**config.mk**
```make
export PLATFORM = sky130hd
export DESIGN_NAME = w_mem_stream_loader
export DESIGN_NICKNAME = d
export VERILOG_FILES = /design/src/rtl/w_mem_stream_loader.sv
export SDC_FILE = /design/constraint.sdc
export NUM_CORES = 1
export LEC_CHECK = 0
export CORE_MARGIN = 3
export CORE_UTILIZATION = 35
export DETAILED_ROUTE_END_ITERATION = 7
export GPL_ROUTABILITY_DRIVEN = 0
export GPL_TIMING_DRIVEN = 0
export SYNTH_ARGS = -nofsm -noshare
export SYNTH_HDL_FRONTEND = slang
export SYNTH_SLANG_ARGS = --single-unit
export TNS_END_PERCENT = 30
```
**constraint.sdc**
```tcl
create_clock -name clk -period 3.15 [get_ports clk]
set_input_delay 0.63 -clock clk [delete_from_list [all_inputs] [get_ports clk]]
set_output_delay 0.63 -clock clk [all_outputs]
set_load 0.01 [all_outputs]
```
**src/rtl/w_mem_stream_loader.sv**
```systemverilog
// w_mem_stream_loader: write-side initiator for the weight memory wrapper.
// Takes a valid/ready stream of weight words and writes them to either the
// CNN or the FC write port at linear addresses starting from a base address.
// Optional running-XOR checksum is compiled in with W_MEM_LOADER_CHECKSUM_EN.
module w_mem_stream_loader #(
    parameter int         DATA_W   = 32,
    parameter int         ADDR_W   = 12,
    parameter int         CNT_W    = 13,
    parameter logic [2:0] MODE_CNN = 3'd1
) (
    input  logic              clk,
    input  logic              reset,
    input  logic              start,
    input  logic              abort,
    input  logic [2:0]        mode,
    input  logic [ADDR_W-1:0] base_addr,
    input  logic [CNT_W-1:0]  num_words,
    input  logic              in_valid,
    input  logic [DATA_W-1:0] in_data,
    output logic              in_ready,
    output logic              wr_enable_cnn,
    output logic [ADDR_W-1:0] wr_addr_cnn,
    output logic [DATA_W-1:0] wr_data_cnn,
    output logic              wr_enable_fc,
    output logic [ADDR_W-1:0] wr_addr_fc,
    output logic [DATA_W-1:0] wr_data_fc,
    output logic              busy,
    output logic              done,
    output logic [CNT_W-1:0]  words_written
`ifdef W_MEM_LOADER_CHECKSUM_EN
    ,
    output logic [DATA_W-1:0] checksum,
    output logic              checksum_ok,
    input  logic [DATA_W-1:0] expected_checksum
`endif
);

    localparam logic [1:0] ST_IDLE  = 2'd0;
    localparam logic [1:0] ST_LOAD  = 2'd1;
    localparam logic [1:0] ST_FLUSH = 2'd2;
    localparam logic [1:0] ST_DONE  = 2'd3;

    localparam logic [CNT_W-1:0] CNT_ONE = {{(CNT_W-1){1'b0}}, 1'b1};

    logic [1:0]        state_q, state_d;
    logic [2:0]        mode_q, mode_d;
    logic [ADDR_W-1:0] base_q, base_d;
    logic [CNT_W-1:0]  num_q, num_d;
    logic [CNT_W-1:0]  acc_q, acc_d;
    logic [CNT_W-1:0]  ww_q, ww_d;
    logic              cnn_en_q, cnn_en_d;
    logic [ADDR_W-1:0] cnn_addr_q, cnn_addr_d;
    logic [DATA_W-1:0] cnn_data_q, cnn_data_d;
    logic              fc_en_q, fc_en_d;
    logic [ADDR_W-1:0] fc_addr_q, fc_addr_d;
    logic [DATA_W-1:0] fc_data_q, fc_data_d;
    logic              hs_s;
    logic [ADDR_W-1:0] wr_addr_s;
`ifdef W_MEM_LOADER_CHECKSUM_EN
    logic [DATA_W-1:0] csum_q, csum_d;
    logic              csum_ok_q, csum_ok_d;
`endif

    assign hs_s      = (state_q == ST_LOAD) && in_valid;
    // Linear address; the FC subblock/row decode happens downstream.
    assign wr_addr_s = base_q + acc_q[ADDR_W-1:0];

    // Next-state, latching and write-register update logic.
    always_comb begin
        state_d    = state_q;
        mode_d     = mode_q;
        base_d     = base_q;
        num_d      = num_q;
        acc_d      = acc_q;
        ww_d       = ww_q;
        cnn_en_d   = 1'b0;
        cnn_addr_d = cnn_addr_q;
        cnn_data_d = cnn_data_q;
        fc_en_d    = 1'b0;
        fc_addr_d  = fc_addr_q;
        fc_data_d  = fc_data_q;
`ifdef W_MEM_LOADER_CHECKSUM_EN
        csum_d     = csum_q;
        csum_ok_d  = csum_ok_q;
`endif
        case (state_q)
            ST_IDLE: begin
                if (start) begin
                    mode_d     = mode;
                    base_d     = base_addr;
                    num_d      = num_words;
                    acc_d      = {CNT_W{1'b0}};
                    ww_d       = {CNT_W{1'b0}};
                    // Both ports start clean so the unselected one stays at 0.
                    cnn_addr_d = {ADDR_W{1'b0}};
                    cnn_data_d = {DATA_W{1'b0}};
                    fc_addr_d  = {ADDR_W{1'b0}};
                    fc_data_d  = {DATA_W{1'b0}};
`ifdef W_MEM_LOADER_CHECKSUM_EN
                    csum_d     = {DATA_W{1'b0}};
                    csum_ok_d  = 1'b0;
`endif
                    state_d    = (num_words == {CNT_W{1'b0}}) ? ST_DONE : ST_LOAD;
                end else begin
                    state_d = ST_IDLE;
                end
            end
            ST_LOAD: begin
                if (hs_s) begin
                    acc_d = acc_q + CNT_ONE;
                    ww_d  = ww_q + CNT_ONE;
                    if (mode_q == MODE_CNN) begin
                        cnn_en_d   = 1'b1;
                        cnn_addr_d = wr_addr_s;
                        cnn_data_d = in_data;
                    end else begin
                        fc_en_d   = 1'b1;
                        fc_addr_d = wr_addr_s;
                        fc_data_d = in_data;
                    end
`ifdef W_MEM_LOADER_CHECKSUM_EN
                    csum_d = csum_q ^ in_data;
`endif
                end else begin
                    acc_d = acc_q;
                end
                if (abort) begin
                    state_d = ST_IDLE;
                end else if (hs_s && ((acc_q + CNT_ONE) == num_q)) begin
                    state_d = ST_FLUSH;
                end else begin
                    state_d = ST_LOAD;
                end
            end
            ST_FLUSH: begin
                state_d = abort ? ST_IDLE : ST_DONE;
            end
            ST_DONE: begin
`ifdef W_MEM_LOADER_CHECKSUM_EN
                csum_ok_d = (csum_q == expected_checksum);
`endif
                state_d = ST_IDLE;
            end
            default: begin
                state_d = ST_IDLE;
            end
        endcase
    end

    // State and output registers with asynchronous active-low reset.
    always_ff @(posedge clk or negedge reset) begin
        if (!reset) begin
            state_q    <= ST_IDLE;
            mode_q     <= 3'd0;
            base_q     <= {ADDR_W{1'b0}};
            num_q      <= {CNT_W{1'b0}};
            acc_q      <= {CNT_W{1'b0}};
            ww_q       <= {CNT_W{1'b0}};
            cnn_en_q   <= 1'b0;
            cnn_addr_q <= {ADDR_W{1'b0}};
            cnn_data_q <= {DATA_W{1'b0}};
            fc_en_q    <= 1'b0;
            fc_addr_q  <= {ADDR_W{1'b0}};
            fc_data_q  <= {DATA_W{1'b0}};
`ifdef W_MEM_LOADER_CHECKSUM_EN
            csum_q     <= {DATA_W{1'b0}};
            csum_ok_q  <= 1'b0;
`endif
        end else begin
            state_q    <= state_d;
            mode_q     <= mode_d;
            base_q     <= base_d;
            num_q      <= num_d;
            acc_q      <= acc_d;
            ww_q       <= ww_d;
            cnn_en_q   <= cnn_en_d;
            cnn_addr_q <= cnn_addr_d;
            cnn_data_q <= cnn_data_d;
            fc_en_q    <= fc_en_d;
            fc_addr_q  <= fc_addr_d;
            fc_data_q  <= fc_data_d;
`ifdef W_MEM_LOADER_CHECKSUM_EN
            csum_q     <= csum_d;
            csum_ok_q  <= csum_ok_d;
`endif
        end
    end

    // Status outputs are pure decodes of the registered state.
    assign in_ready      = (state_q == ST_LOAD);
    assign busy          = (state_q != ST_IDLE);
    assign done          = (state_q == ST_DONE);
    assign words_written = ww_q;
    assign wr_enable_cnn = cnn_en_q;
    assign wr_addr_cnn   = cnn_addr_q;
    assign wr_data_cnn   = cnn_data_q;
    assign wr_enable_fc  = fc_en_q;
    assign wr_addr_fc    = fc_addr_q;
    assign wr_data_fc    = fc_data_q;
`ifdef W_MEM_LOADER_CHECKSUM_EN
    assign checksum      = csum_q;
    assign checksum_ok   = csum_ok_q;
`endif

endmodule
```
==> metrics.md, run 1 <==
| Metric | Value |
|---|---|
| Status | `finished, final reports clean` |
| Slew HR | `between 50% and 60%` |
| Class of the worst hold path | `in2async` |
| Internal power | `around 5.7 mW` |
| Final Power | `about 8.9 mW` |
| Post-layout minimum cycle time | `around 3000 ps` |
| Worst Path Required | `around 2500 ps` |
| Max-cap violations | `0` |
| Die area | `about 21000 um^2` |
| Die Y | `144 um` |
| Area delta synth->final | `39.7%` |
| Reg clk slew, reported paths | `~60 ps` |
| Fill count | `approximately 1700` |
| Syn Inst Count | `approximately 700` |
| Placeable core area | `~18000 um^2` |
| Antenna viol nets, final | `0` |
| VDD IR max | `about 440 uV` |
| Crit Path Category | `reg2out` |
| Critical Path AT | `between 2000 and 2500 ps` |
| RSZ-0062 raised after global routing | `no` |
| Vias in the first global route | `5481` |
| Synth Flop Type | `dfrtp_1` |
| Final nets | `about 1000` |
| Root Buffer | `clkbuf_16` |
| Comb pwr share | `a little over two fifths` |
| FF/Latch Area | `around 3700 um^2` |
| Setup slack after layout | `around 150 ps` |
| DIE WIDTH | `about 140 um` |
| Drt total wl | `roughly 19000 um` |
| Pwr per Cell Area | `around 950 nW/um^2` |
| Setup TNS | `0 ps` |
| Switching Power | `around 3.2 mW` |
| Fin crit share | `between 90% and 100%` |
| Area share of the largest cell type after synthesis | `54.8%` |
| Slowest stage delay, CP | `approximately 600 ps` |
| CTS tree | `built` |
| Sw frac | `between 30% and 40%` |
| Placed cells | `roughly 1100` |
| Critical Path Fanout Max | `13` |
| Flops & latches, synth | `146` |
| Number of enable flip-flop cells after synthesis | `0` |
| Cell Area, Synth | `6670 um^2` |
| Final Hold Viols | `0` |
| Leak | `~4.2 nW` |
| Clock power share | `between 20% and 30%` |
| Cells along the critical path | `nand2b_1 > buf_2 > inv_2 > clkbuf_4 > clkdlybuf4s50_1` |
| Placed Area | `approximately 8700 um^2` |
| Layout cell share with drive strength beyond 1 | `under 10%` |
| Multi-input gate area | `about 2800 um^2` |
| Post-Syn Area per Cell | `9.31 um^2` |
| DR WL/cell | `16.3 um` |
| Cell Rows | `about 50` |
| CTS Sinks | `roughly 150` |
| Via Count | `5689` |
| Synth unique cells | `56` |
| Least-Margin Pin Slew | `about 610 ps` |
| DRC Markers | `0` |
| Clock Skews | `approximately 7.2 ps` |
| Post-route cell area | `roughly 9300 um^2` |
| Max frequency | `approximately 0.33 GHz` |
| HPWL after detailed placement | `14200 um` |
| Worst-Skew Late Latency | `approximately 420 ps` |
| Top cells by area, synth | `dfrtp_1 55%, nand2_1 12%, o21ai_0 7.7%` |
| Worst path bufs/invs | `4` |
| First-pass GRT wire length | `a little under 30000 um` |
| Synth Net Count | `796` |
| Global Route Usage Sum | `18.1%` |
| FFs w/ async S/R, synth | `100%` |
| Setup violators final | `0` |
| Crit path max-delay family | `buffers and inverters` |
| CP endpoint kind | `primary output` |
| Finished Core Util | `roughly half` |
| Pre-CTS WS | `-85.6 ps` |
| CTS Buffer Depth | `2` |
| Initial DRC Count | `423` |
| Ys Warns | `0` |
| Sequential share of power | `between 30% and 40%` |
| Initial Util | `between 30% and 40%` |
| Pre-Repair DR Iteration Count | `5` |
| Register area share after synthesis | `a little over half` |
| Largest area contributor in the netlist | `dfrtp_1` |
| Hold Buf Count CTS | `0` |
| Port Buffers | `170` |
| Max H-tree Level | `4` |
| Finished Layout Cells | `roughly 1100` |
| CP max stage cell | `clkdlybuf4s50_1` |
| Total gr overflow | `0` |
| Crit start category | `register` |
| Initial antenna violation count | `0` |
| # IOs | `around 170` |
| Vias per cell | `between 4 and 5` |
| Hold Worst Slack | `approximately 200 ps` |
| Largest net degree at the start of global routing | `83` |
| CTS buffer count | `17` |
| Max Slew Vio Count | `0` |
-- power groups by stage --
| stage | Sequential, mW | Combinational (mW) | Clock (mW) |
|---|---|---|---|
| global route | 3.17 | 4.11 | 2.24 |
| global placement | 3.08 | 3.71 | 0 |
| detailed placement | 3.11 | 3.74 | 0 |
| finish | 3.07 | 3.69 | 2.12 |
| CTS | 3.08 | 3.75 | 2.16 |
| floorplan | 3.27 | 1.61 | 0 |
-- state kept, by name, summed over array words and instances, names as in the netlist --
| signal | count |
|---|---|
| wr_data_cnn | 32 |
| wr_data_fc | 32 |
| acc_q | 13 |
| num_q | 13 |
| words_written | 13 |
| base_q | 12 |
| wr_addr_cnn | 12 |
| wr_addr_fc | 12 |
| mode_q | 3 |
| state_q | 2 |
| wr_enable_cnn | 1 |
| wr_enable_fc | 1 |
-- worst paths after layout --
check | startpoint | slack, ps | cells after the start | to
worst max-delay path | state_q[1] | 150 | 5 | in_ready
worst min-delay path | reset | 200 | 1 | wr_data_cnn[21]
worst max register to register | acc_q[0] | 450 | 8 | wr_addr_cnn[8]
worst min register to register | wr_data_cnn[24] | 480 | 2 | wr_data_cnn[24]
max in group asynchronous | reset | 2110 | 2 | num_q[5]
min in group clk | wr_data_cnn[24] | 480 | 2 | wr_data_cnn[24]
-- area by class of cell --
| cell class | instances | share of cell area [%] |
|---|---|---|
| flip-flops and latches | 146 | 39.2 |
| multi-input cells | 519 | 29.7 |
| repair buffers | 171 | 18.6 |
| clock buffers | 23 | 5.45 |
| well taps | 229 | 3.07 |
| plain buffers | 40 | 2.21 |
| clock inverters | 8 | 1.33 |
| inverters | 11 | 0.443 |
| diodes | 1 | 0.0268 |
-- cell families (layout without fill, tap and decap cells) --
family | after synthesis | in the layout | synth area share, %
xor gates and xnor gates | 35 | 35 | 4.59
muxes | 6 | 6 | 0.975
buffers and inverters | 52 | 253 | 3.71
other | 0 | 1 | 0
and+or+nand+nor | 310 | 310 | 20.1
DFF | 146 | 146 | 54.8
AOI/OAI and AO/OA | 154 | 154 | 13.1
adders and majority gates | 14 | 14 | 2.74
-- repair_timing --
| item | in CTS | in global routing |
|---|---|---|
| resized for setup | 1 | 1 |
| pin swaps | 0 | 0 |
| endpoints found under the hold margin | 0 | 0 |
| setup endpoints to repair | 1 | 1 |
| buffers inserted | 0 | 0 |
-- routing by layer --
metal / track usage, % / routed length (um) / vias up
li1: - / - / 2797
met1: 24.5 / 8550 / 2706
met2: 29.2 / 8610 / 175
met3: 4.99 / 1400 / 11
met4: 3.82 / 162 / 0
met5: 0 / 0 / -
-- cell usage after synthesis (all sizes together), types with 2 or more instances --
library cell	number
nand2	222
ha	13
a22o	4
nor3b	3
nor3	9
and3	6
and2	4
o221ai	2
o21ai	103
clkbuf	17
dfrtp	146
or3b	2
xnor2	18
and4	3
o22ai	2
nand2b	2
nand4	4
or4	2
o31ai	9
buf	24
a21oi	17
o21bai	2
nor2b	3
inv	11
nor2	26
a31oi	3
mux2	4
or3	3
a211oi	2
xor2	17
nand3	16
a21o	4
nand4b	2
mux2i	2
-- layout by cell type, fill, tap and decap left out, drive strengths merged, types with 6 or more instances in the layout --
master / n
inv: 11
nand3: 16
nor3: 9
xor2: 17
nand2: 222
dfrtp: 146
o21ai: 103
clkdlybuf4s50: 169
o31ai: 9
nor2: 26
ha: 13
a21oi: 17
buf: 25
clkbuf: 40
xnor2: 18
and3: 6
No activity file was read; power rests on OpenSTA's default activity.
==> run 2, diff against run 1 <==
--- a/config.mk
+++ b/config.mk
@@ -6,10 +6,11 @@
 export NUM_CORES = 1
 export LEC_CHECK = 0
 export CORE_MARGIN = 3
-export CORE_UTILIZATION = 35
+export CORE_UTILIZATION = 49
 export DETAILED_ROUTE_END_ITERATION = 7
 export GPL_ROUTABILITY_DRIVEN = 0
 export GPL_TIMING_DRIVEN = 0
+export PLACE_DENSITY = 0.8
 export SYNTH_ARGS = -nofsm -noshare
 export SYNTH_HDL_FRONTEND = slang
 export SYNTH_SLANG_ARGS = --single-unit
==> run 2 against run 1 <==
Sequential power about the same. Register-to-register slack better by 40 ps. Non-clock buffer count unchanged. Critical path type unchanged. Critical endpoint unchanged. Largest power group unchanged.
==> metrics.md, run 2 (synthesized netlist as in run 1, its figures left out) <==
| Metric | Value |
|---|---|
| Switching Power | `3.24 mW` |
| CP dominant cell by count | `buf_2` |
| Crit Path Category | `reg2out` |
| Leading cell type in the layout, fill and taps excluded | `nand2_1` |
| Sequential share of power | `34.5%` |
| Least-Margin Pin Slew | `734 ps` |
| CTS Buffer Depth | `2` |
| Cell Rows | `42` |
| Commonest non-fill, non-tap cells in the layout | `218 x nand2_1, 169 x clkdlybuf4s50_1, 146 x dfrtp_1` |
| Total gr overflow | `0` |
| Fin crit share | `95.3%` |
| Post-layout minimum cycle time | `approximately 3000 ps` |
| Internal power | `5.70 mW` |
| Diodes inserted | `0` |
| Final nets | `985` |
| Crit start category | `register` |
| Initial antenna violation count | `0` |
| Worst Path Required | `2520 ps` |
| Slew HR | `between 50% and 60%` |
| CTS tree | `built` |
| Port Buffers | `170` |
| Max frequency | `0.333 GHz` |
| CTS Sinks | `146` |
| Antenna viol nets, final | `0` |
| Max Slew Vio Count | `0` |
| Final Hold Viols | `0` |
| Leak | `4.17 nW` |
| CP endpoint kind | `primary output` |
| DR WL/cell | `16.7 um` |
| Finished Core Util | `slightly below 70%` |
| Die Y | `about 120 um` |
| RSZ-0062 raised after global routing | `no` |
| Pre-Repair DR Iteration Count | `5` |
| Max H-tree Level | `4` |
| Initial Util | `roughly half` |
| Pwr per Cell Area | `a little under 1000 nW/um^2` |
| Setup violators final | `0` |
| Die area | `15100 um^2` |
| Critical Path AT | `between 2000 and 2500 ps` |
| Vias per cell | `~5.4` |
| Slowest stage delay, CP | `around 600 ps` |
| Drt total wl | `18300 um` |
| HPWL after detailed placement | `13600 um` |
| # Post-CTS Setup Buffers | `0` |
| Area delta synth->final | `38.7%` |
| Largest net degree at the start of global routing | `79` |
| Status | `finished, final reports clean` |
| Hold Worst Slack | `approximately 260 ps` |
| Placeable core area | `13300 um^2` |
| Cells along the critical path | `clkbuf_2 > nand2b_1 > buf_2 > inv_2 > buf_2 > clkdlybuf4s50_1` |
| Class of the worst hold path | `in2async` |
| Comb pwr share | `approximately two fifths` |
| CP max stage cell | `clkdlybuf4s50_1` |
| Layout cell share with drive strength beyond 1 | `approximately 8%` |
| VDD IR max | `418 uV` |
| Clock Skews | `between 7 and 8 ps` |
| Pre-CTS WS | `63.2 ps` |
| Root Buffer | `clkbuf_16` |
| Max-cap violations | `0` |
| Global Route Usage Sum | `around 25%` |
| Clock power share | `24.1%` |
| Setup slack after layout | `around 150 ps` |
| First-pass GRT wire length | `28800 um` |
| Worst-Skew Late Latency | `between 400 and 500 ps` |
| # IOs | `171` |
| Critical Path Fanout Max | `13` |
| Reg clk slew, reported paths | `~60 ps` |
| DRC Markers | `0` |
| Via Count | `just under 6000` |
| Initial DRC Count | `roughly 450` |
| Vias in the first global route | `5732` |
| DIE WIDTH | `about 120 um` |
| Setup TNS | `0 ps` |
| CTS buffer count | `17` |
| Sw frac | `a little over a third` |
==> run 2: layer usage <==
layer	part of all wire (%)	vias to the layer above	track usage, %
li1	-	2792	-
met1	41	2792	31.1
met2	49	248	41.5
met3	8.5	37	5.94
met4	2.1	0	8.68
met5	0	-	0
==> run 2: path summary, 6_finish.rpt <==
kind	start	endpoint	slack, ps	cells after the start
min in group clk	wr_addr_cnn[10]	wr_addr_cnn[10]	470	2
setup reg to reg	acc_q[0]	wr_addr_fc[8]	490	8
hold / removal	reset	wr_data_cnn[19]	260	1
hold reg to reg	wr_addr_cnn[10]	wr_addr_cnn[10]	470	2
max in group asynchronous	reset	num_q[12]	2110	2
setup / recovery	state_q[0]	in_ready	150	6
==> run 2: stage by stage <==
step                std cells  power [mW]  instance area, um^2
finish                   1095        8.94                 9250
global route             1095        9.48                 9250
CTS                      1095        8.98                 9250
detailed placement       1064        6.82                 8620
global placement         1063        6.69                 8590
floorplan                 717        4.88                 6670
==> run 2: timing repair <==
action | in CTS | in global routing
resized for setup | 1 | 0
hold buffers | 0 | 0
endpoints found under the setup margin | 1 | 0
hold endpoints to repair | 0 | 0
==> run 2: layout make-up <==
cell class / count / area [um^2]
Clock inverter: 8 / 150
Clock buffer: 24 / 482
Timing Repair Buffer: 171 / 1730
Buffer: 40 / 204
Tap cell: 176 / 220
Fill cell: 1047 / 4040
Multi-Input combinational cell: 519 / 2770
Inverter: 11 / 41.3
Sequential cell: 146 / 3650
==> run 2: worst max-delay path: cells and delay by family (launching register included) <==
kind          cells  cell delay (ps)
buf+inv           5             1550
flops             1              330
simple gates      1               70
==> run 2: power groups by stage <==
stage / clock network (mW) / logic (mW) / registers (mW)
after floorplan: 0 / 1.61 / 3.27
after global placement: 0 / 3.61 / 3.08
after detailed placement: 0 / 3.70 / 3.11
after CTS: 2.17 / 3.73 / 3.08
after global routing: 2.25 / 4.07 / 3.16
final: 2.15 / 3.70 / 3.09
